`src/rtl/round_key_store_pkg.sv`:
```
// Shared AES key-schedule types: key-size encoding, round-key word and the
// last round-key index for each key size.
package round_key_store_pkg;

   typedef enum logic [1:0] {
      AES128  = 2'b00,
      AES192  = 2'b01,
      AES256  = 2'b10,
      ILLEGAL = 2'b11
   } key_type_e;

   typedef logic [127:0] round_key_t;

   localparam logic [3:0] LAST_IDX_128 = 4'd10;
   localparam logic [3:0] LAST_IDX_192 = 4'd12;
   localparam logic [3:0] LAST_IDX_256 = 4'd14;

   function automatic logic [3:0] last_idx(key_type_e kt);
      case (kt)
         AES128:  return LAST_IDX_128;
         AES192:  return LAST_IDX_192;
         default: return LAST_IDX_256;
      endcase
   endfunction

endpackage

```
`src/rtl/round_key_store_if.sv`:
```
// Round-key valid/ready stream from the key store to the cipher datapath.
interface round_key_store_if #(
   parameter int KEY_W = 128
);
   logic             rk_valid;
   logic             rk_ready;
   logic [KEY_W-1:0] rk_data;
   logic [3:0]       rk_round;
   logic             rk_last;

   modport master (output rk_valid, rk_data, rk_round, rk_last, input rk_ready);
   modport slave  (input rk_valid, rk_data, rk_round, rk_last, output rk_ready);
endinterface

```
`src/rtl/round_key_store_rk_regfile.sv`:
```
// Round-key storage: one write port, one registered read port whose output
// holds its value until the next read enable.
module rk_regfile #(
   parameter int KEY_W = 128,
   parameter int DEPTH = 15
) (
   input  logic             clk,
   input  logic             rst,
   input  logic             we,
   input  logic [3:0]       waddr,
   input  logic [KEY_W-1:0] wdata,
   input  logic             re,
   input  logic [3:0]       raddr,
   output logic [KEY_W-1:0] rdata
);

   logic [KEY_W-1:0] mem [DEPTH];

   // NOTE: storage has no reset; validity is tracked by the owner's mask, so
   // clearing 15x128 flops would only add reset fan-out.
   always_ff @(posedge clk) begin
      if (we) mem[waddr] <= wdata;
   end

   always_ff @(posedge clk or negedge rst) begin
      if (!rst)    rdata <= '0;
      else if (re) rdata <= mem[raddr];
   end

endmodule

```
`src/rtl/round_key_store.sv`:
```
// Captures the key-expansion write stream into a register file, checks the key
// set for completeness and serves it as an ascending or descending key sweep.
module round_key_store
   import round_key_store_pkg::*;
#(
   parameter int KEY_W  = 128,
   parameter int NUM_RK = 15
) (
   input  logic                    clk,
   input  logic                    rst,
   input  logic [1:0]              key_type,
   input  logic                    key_we,
   input  logic [3:0]              key_addr,
   input  logic [KEY_W-1:0]        key_out,
   input  logic                    key_loaded,
   input  logic                    rd_start,
   input  logic                    rd_decrypt,
   output logic                    keys_ready,
   output logic                    err,
   round_key_store_if.master       rk
);

   typedef enum logic [1:0] {IDLE, LOADING, READY, STREAM} rks_state_e;

   rks_state_e        state;
   key_type_e         type_q;
   key_type_e         in_type;
   key_type_e         eff_type;
   logic [NUM_RK-1:0] mask;
   logic [NUM_RK-1:0] mask_nxt;
   logic [NUM_RK-1:0] wr_bit;
   logic [NUM_RK-1:0] need;
   logic              dec_q;
   logic              load_start;
   logic              wr_en;
   logic              loaded_ok;
   logic              handshake;
   logic              rd_en;
   logic [3:0]        eff_last;
   logic [3:0]        cur_last;
   logic [3:0]        start_idx;
   logic [3:0]        nxt_idx;
   logic [3:0]        rd_addr;

   assign in_type = key_type_e'(key_type);

   // Any write outside LOADING starts a fresh load using the presented type.
   // NOTE: every always_comb output gets a default first so no path infers a latch.
   always_comb begin
      load_start = key_we && (state != LOADING);
      eff_type   = load_start ? in_type : type_q;
      eff_last   = last_idx(eff_type);
      wr_en      = key_we && (eff_type != ILLEGAL) && (key_addr <= eff_last);
      wr_bit     = wr_en ? (NUM_RK'(1) << key_addr) : '0;
      mask_nxt   = (load_start ? '0 : mask) | wr_bit;
      cur_last   = last_idx(type_q);
      need       = '0;
      for (int i = 0; i < NUM_RK; i++) need[i] = (i <= int'(cur_last));
      loaded_ok  = (mask_nxt & need) == need;
      handshake  = rk.rk_valid && rk.rk_ready;
      start_idx  = rd_decrypt ? cur_last : 4'd0;
      nxt_idx    = dec_q ? rk.rk_round - 4'd1 : rk.rk_round + 4'd1;
      rd_en      = 1'b0;
      rd_addr    = start_idx;
      if (!key_we) begin
         if (state == READY && rd_start) begin
            rd_en   = 1'b1;
            rd_addr = start_idx;
         end else if (state == STREAM && handshake && !rk.rk_last) begin
            rd_en   = 1'b1;
            rd_addr = nxt_idx;
         end
      end
   end

   rk_regfile #(.KEY_W(KEY_W), .DEPTH(NUM_RK)) u_rf (
      .clk   (clk),
      .rst   (rst),
      .we    (wr_en),
      .waddr (key_addr),
      .wdata (key_out),
      .re    (rd_en),
      .raddr (rd_addr),
      .rdata (rk.rk_data)
   );

   // NOTE: state registers use non-blocking assignments so every branch sees
   // the pre-edge values of state, mask and rk_round.
   always_ff @(posedge clk or negedge rst) begin
      if (!rst) begin
         state       <= IDLE;
         type_q      <= AES128;
         mask        <= '0;
         err         <= 1'b0;
         keys_ready  <= 1'b0;
         dec_q       <= 1'b0;
         rk.rk_valid <= 1'b0;
         rk.rk_round <= '0;
         rk.rk_last  <= 1'b0;
      end else if (load_start) begin
         // Rekeying aborts any sweep and drops the stored set.
         keys_ready  <= 1'b0;
         rk.rk_valid <= 1'b0;
         rk.rk_last  <= 1'b0;
         if (in_type == ILLEGAL) begin
            err   <= 1'b1;
            state <= IDLE;
         end else begin
            type_q <= in_type;
            mask   <= mask_nxt;
            err    <= !wr_en;
            state  <= LOADING;
         end
      end else begin
         case (state)
            LOADING: begin
               if (key_we) begin
                  mask <= mask_nxt;
                  if (!wr_en) err <= 1'b1;
               end
               if (key_loaded) begin
                  if (loaded_ok) begin
                     state      <= READY;
                     keys_ready <= 1'b1;
                  end else begin
                     err <= 1'b1;
                  end
               end
            end
            READY: begin
               if (rd_start) begin
                  state       <= STREAM;
                  keys_ready  <= 1'b0;
                  dec_q       <= rd_decrypt;
                  rk.rk_valid <= 1'b1;
                  rk.rk_round <= start_idx;
                  rk.rk_last  <= 1'b0;
               end
            end
            STREAM: begin
               if (handshake) begin
                  if (rk.rk_last) begin
                     state       <= READY;
                     keys_ready  <= 1'b1;
                     rk.rk_valid <= 1'b0;
                     rk.rk_last  <= 1'b0;
                  end else begin
                     rk.rk_round <= nxt_idx;
                     rk.rk_last  <= dec_q ? (nxt_idx == 4'd0) : (nxt_idx == cur_last);
                  end
               end
            end
            default: ;
         endcase
      end
   end

endmodule

```
`src/flat_wrapper.sv`:
```
// flat-port wrapper written by rule: the top's interface ports become plain ports
module round_key_store_flat import round_key_store_pkg::*;
#(
   parameter int KEY_W  = 128,
   parameter int NUM_RK = 15
)
  (clk, rst, key_type, key_we, key_addr, key_out, key_loaded, rd_start, rd_decrypt, keys_ready, err, rk_rk_valid, rk_rk_data, rk_rk_round, rk_rk_last, rk_rk_ready);
  round_key_store_if #(.KEY_W(KEY_W)) rk_i ();
  input  logic clk;
  input  logic rst;
  input  logic [1:0] key_type;
  input  logic key_we;
  input  logic [3:0] key_addr;
  input  logic [KEY_W-1:0] key_out;
  input  logic key_loaded;
  input  logic rd_start;
  input  logic rd_decrypt;
  output logic keys_ready;
  output logic err;
  output wire logic [$bits(rk_i.rk_valid)-1:0] rk_rk_valid;
  output wire logic [$bits(rk_i.rk_data)-1:0] rk_rk_data;
  output wire logic [$bits(rk_i.rk_round)-1:0] rk_rk_round;
  output wire logic [$bits(rk_i.rk_last)-1:0] rk_rk_last;
  input wire logic [$bits(rk_i.rk_ready)-1:0] rk_rk_ready;
  assign rk_rk_valid = rk_i.rk_valid;
  assign rk_rk_data = rk_i.rk_data;
  assign rk_rk_round = rk_i.rk_round;
  assign rk_rk_last = rk_i.rk_last;
  assign rk_i.rk_ready = rk_rk_ready;
  round_key_store #(.KEY_W(KEY_W), .NUM_RK(NUM_RK)) u_core (.clk(clk), .rst(rst), .key_type(key_type), .key_we(key_we), .key_addr(key_addr), .key_out(key_out), .key_loaded(key_loaded), .rd_start(rd_start), .rd_decrypt(rd_decrypt), .keys_ready(keys_ready), .err(err), .rk(rk_i));
endmodule
```
`config.mk`:
```
export PLATFORM = sky130hd
export DESIGN_NAME = round_key_store_flat
export DESIGN_NICKNAME = d
export VERILOG_FILES = /design/src/rtl/round_key_store_pkg.sv /design/src/rtl/round_key_store_if.sv /design/src/rtl/round_key_store_rk_regfile.sv /design/src/rtl/round_key_store.sv /design/src/flat_wrapper.sv
export SDC_FILE = /design/constraint.sdc
export NUM_CORES = 2
export LEC_CHECK = 0
export ABC_AREA = 1
export ABC_CLOCK_PERIOD_IN_PS = 6400
export BUFFER_PORTS_ARGS = -buffer_cell sky130_fd_sc_hd__clkbuf_2
export CORE_ASPECT_RATIO = 1.75
export CORE_MARGIN = 2
export CORE_UTILIZATION = 44
export CTS_CLUSTER_DIAMETER = 50
export CTS_CLUSTER_SIZE = 16
export DETAILED_ROUTE_END_ITERATION = 10
export PLACE_DENSITY_LB_ADDON = 0.08
export SETUP_SLACK_MARGIN = 0.5
export SYNTH_ARGS = -nofsm -noshare
export SYNTH_HDL_FRONTEND = slang
export SYNTH_SLANG_ARGS = --single-unit
```
`constraint.sdc`:
```
create_clock -name clk -period 6.4 [get_ports clk]
set_clock_uncertainty 0.1 [all_clocks]
set_input_delay 0.96 -clock clk [delete_from_list [all_inputs] [get_ports clk]]
set_output_delay 0.96 -clock clk [all_outputs]
set_load 0.02 [all_outputs]
```
==> results.ini <==
[yosys]
synth-compound-area-share=0.0938
synth_adder_area_share=0.00101
synth_ff_type=sky130_fd_sc_hd__edfxtp_1
syn-cell-area_um2=82100
yosys.area.top_type=sky130_fd_sc_hd__edfxtp_1
yosys.area_share.xor_xnor=0.000427
synth_top_cells_by_area=sky130_fd_sc_hd__edfxtp_1 70%, sky130_fd_sc_hd__nor2_1 5.4%, sky130_fd_sc_hd__dfrtp_1 4.8%
synth_top_area_frac=0.703
synth_mux_area_frac=0
synth-edff-count=1920
total_of_flip_flops_plus_latches_after_synthesis=2076
yosysUniqueCellTypes=36
post_synth_and_or_nand_nor_area_fraction=0.129
synth_nets=6601
yosys.cell_count.top_type=sky130_fd_sc_hd__edfxtp_1
synth-warning-count=0
synthCells=6454
synth-async-reset-ratio=0.0751
synth_top_family_by_area=simple AND/OR/NAND/NOR gates
post_synth_most_frequent_cells=1920 x sky130_fd_sc_hd__edfxtp_1, 1174 x sky130_fd_sc_hd__nor2_1, 911 x sky130_fd_sc_hd__nand2_1, 611 x sky130_fd_sc_hd__o21ai_0, 478 x sky130_fd_sc_hd__o211ai_1
average_size_of_a_mapped_cell_um2=12.7
synth-seq-area-share=0.750

[drt]
drtPass1Iterations=7
drc_markers=0
wire_per_inst_um=26.1
finalWirelength_um=239000
drt-vias-per-instance=5.64
vias=51700
ant_nets=0
drt_first_iter_violations=4209

[power]
leakage_nw=31.2
design_power_total_mw=32.0
power_density_nw_per_um2=349
vdd.ir_drop.worst_mv=0.257

[worst_setup_path]
endpoint_kind=flop
crit_path_top_delay_cell=sky130_fd_sc_hd__nand2_1
worstSetupStartpointType=flop
crit_type=reg -> reg
timing.critical_path.required_ns=6.78
path_common_cell=sky130_fd_sc_hd__nand2_1
worst-r2r-cell-count=14
timing.critical_path.cells=inv_2 -> nand2_1 -> nand2_1 -> nand2_1 -> nand2_1 -> nor2_1 -> ha_1 -> nand2_1 -> o21ai_0 -> a21oi_1 -> buf_4 -> nand3_1 -> inv_8 -> buf_4
worst_path_dominant_cell_family=simple AND/OR/NAND/NOR gates
slowest_delay_ns=0.62
critical_path_cell_count=14
cp.arrival_ns=4.41
critical_path.max_fanout=35
cp_num_buf_inv=4

[global_route]
globalRouteTotalUtil=0.250
grt_antenna_before_repair=15
via_count_of_the_first_global_routing_pass=52000
grt_start_max_net_pins=158
grt-ovfl-total=0
grt_pass1_wl_um=353000

[clocking]
hold_buffers=0
clkSinkCount=2076
cts_tree=done
cts.htree.levels=4
cts.repair.resized=0
ctsLongestPathBuffers=4
path_clk_slew_ns=0.07
worst_skew_pair.late_latency_ns=0.83
cts_setup_buffers=0
tritoncts.num_buffers=165
cts.root.buffer_cell=sky130_fd_sc_hd__clkbuf_16

[timing]
relSlewSlack=0.152
final.min_clock_period_ns=4.03
tightestPinTransition_ns=1.27
grt_setup_unrepaired=no
timing_max_transition_violations_final=0
final_hold_viol_count=0
whs_ns=0.0281
max_freq_ghz=0.248
post-route-worst-setup-slack_ns=2.38
report.final.setup_viol=0
setup_total_negative_slack_ns=0
fin_crit_sh=0.629

[floorplan]
pin_count=277
die_w_um=330
initial_util=0.443
die_h_um=575
core_um2=185000
rows=209
dieArea_um2=190000

[placed_design]
port_buffers=276
placed_cells=8863
worst_setup_slack_after_placement_ns=1.89
dp_hpwl_um=134000
placedInstanceArea_um2=86600
gp_routability_congestion=0.786

[cells_and_area]
drive_above_1_share=0.116
syn_to_final_growth_pct=11.7
finish.utilization=0.495
layout.cell_area.non_filler_um2=91700
num-nets-final=6751
layoutNonFillerInstCount=9160

[hold_path]
timing.hold.worst.class=in -> async

[flow_run]
max_cap_viol_count=0

[run_status]
run_status=finished clean

-- worst register-to-register path: stages, from the launching register on --
cell,delay (ns)
sky130_fd_sc_hd__dfrtp_1,0.44
sky130_fd_sc_hd__inv_2,0.09
sky130_fd_sc_hd__nand2_1,0.16
sky130_fd_sc_hd__nand2_1,0.62
sky130_fd_sc_hd__nand2_1,0.17
sky130_fd_sc_hd__nand2_1,0.14
sky130_fd_sc_hd__nor2_1,0.05
sky130_fd_sc_hd__ha_1,0.28
sky130_fd_sc_hd__nand2_1,0.06
sky130_fd_sc_hd__o21ai_0,0.08
sky130_fd_sc_hd__a21oi_1,0.13
sky130_fd_sc_hd__buf_4,0.23
sky130_fd_sc_hd__nand3_1,0.25
sky130_fd_sc_hd__inv_8,0.41
sky130_fd_sc_hd__buf_4,0.49
-- path summary, 6_finish.rpt --
check	from	slack, ns	end
worst max-delay path	u_core.state[1]$_DFFE_PN0P_	2.38	u_core.u_rf.mem[1][64]$_DFFE_PP_
min in group clk	rd_decrypt	0.33	u_core.dec_q$_DFFE_PN0P_
worst min-delay path	rst	0.03	u_core.u_rf.rdata[106]$_DFFE_PN0P_
worst min register to register	u_core.u_rf.rdata[99]$_DFFE_PN0P_	0.38	u_core.u_rf.rdata[99]$_DFFE_PN0P_
max in group asynchronous	rst	4.68	u_core.u_rf.rdata[30]$_DFFE_PN0P_
worst max register to register	u_core.state[1]$_DFFE_PN0P_	2.38	u_core.u_rf.mem[1][64]$_DFFE_PP_
-- sequential cells by signal (all words and copies together), names as in the netlist --
register and flops:
u_core.u_rf.mem 1920, u_core.u_rf.rdata 128, u_core.mask 15, u_core.rk.rk_round 4, u_core.state 2, u_core.type_q 2
u_core.dec_q 1, u_core.err 1, u_core.keys_ready 1, u_core.rk.rk_last 1, u_core.rk.rk_valid 1
-- cell families (layout without fill, tap and decap cells) --
kind of cell / count (synthesis) / count (layout)
adders and majority gates: 6 / 6
buffers and inverters: 473 / 749
DFF: 2076 / 2076
xor gates and xnor gates: 4 / 4
AOI/OAI and AO/OA: 1289 / 1289
other: 0 / 4
and+or+nand+nor: 2606 / 2606
-- final cells by class --
| cell class | count | area [um2] |
|---|---|---|
| Fill cell | 16300 | 93700 |
| Sequential cell | 2076 | 61600 |
| Multi-Input combinational cell | 3905 | 18500 |
| Clock buffer | 260 | 4650 |
| Timing Repair Buffer | 414 | 3270 |
| Tap cell | 2426 | 3040 |
| Clock inverter | 33 | 388 |
| Inverter | 42 | 300 |
| Antenna cell | 4 | 10.0 |
-- layout by cell type (no fill, tap or decap), types with 67 or more instances in the layout --
cell	count
sky130_fd_sc_hd__o211ai_1	478
sky130_fd_sc_hd__or2_2	129
sky130_fd_sc_hd__buf_12	67
sky130_fd_sc_hd__nor2_1	1173
sky130_fd_sc_hd__nand3_1	383
sky130_fd_sc_hd__clkbuf_16	169
sky130_fd_sc_hd__nand2_1	910
sky130_fd_sc_hd__a21oi_1	71
sky130_fd_sc_hd__edfxtp_1	1920
sky130_fd_sc_hd__o21ai_0	610
sky130_fd_sc_hd__clkbuf_2	275
sky130_fd_sc_hd__clkbuf_1	83
sky130_fd_sc_hd__dfrtp_1	156
sky130_fd_sc_hd__buf_4	71
sky130_fd_sc_hd__o21ai_1	101
-- metal layers --
metal	global-route usage	up-vias	routed length [um]
met4	0.0648	14	5890
li1	-	23600	-
met3	0.0262	311	10200
met5	0	-	94
met1	0.322	26400	98100
met2	0.447	1362	125000
-- report_power, final --
part | internal, mW | switching, mW | leakage [nW]
registers | 15.5 | 0.451 | 19.3
clock network | 5.31 | 4.77 | 2.43
logic | 1.70 | 4.28 | 9.52
Note: power is estimated with default switching activity, not from simulation.
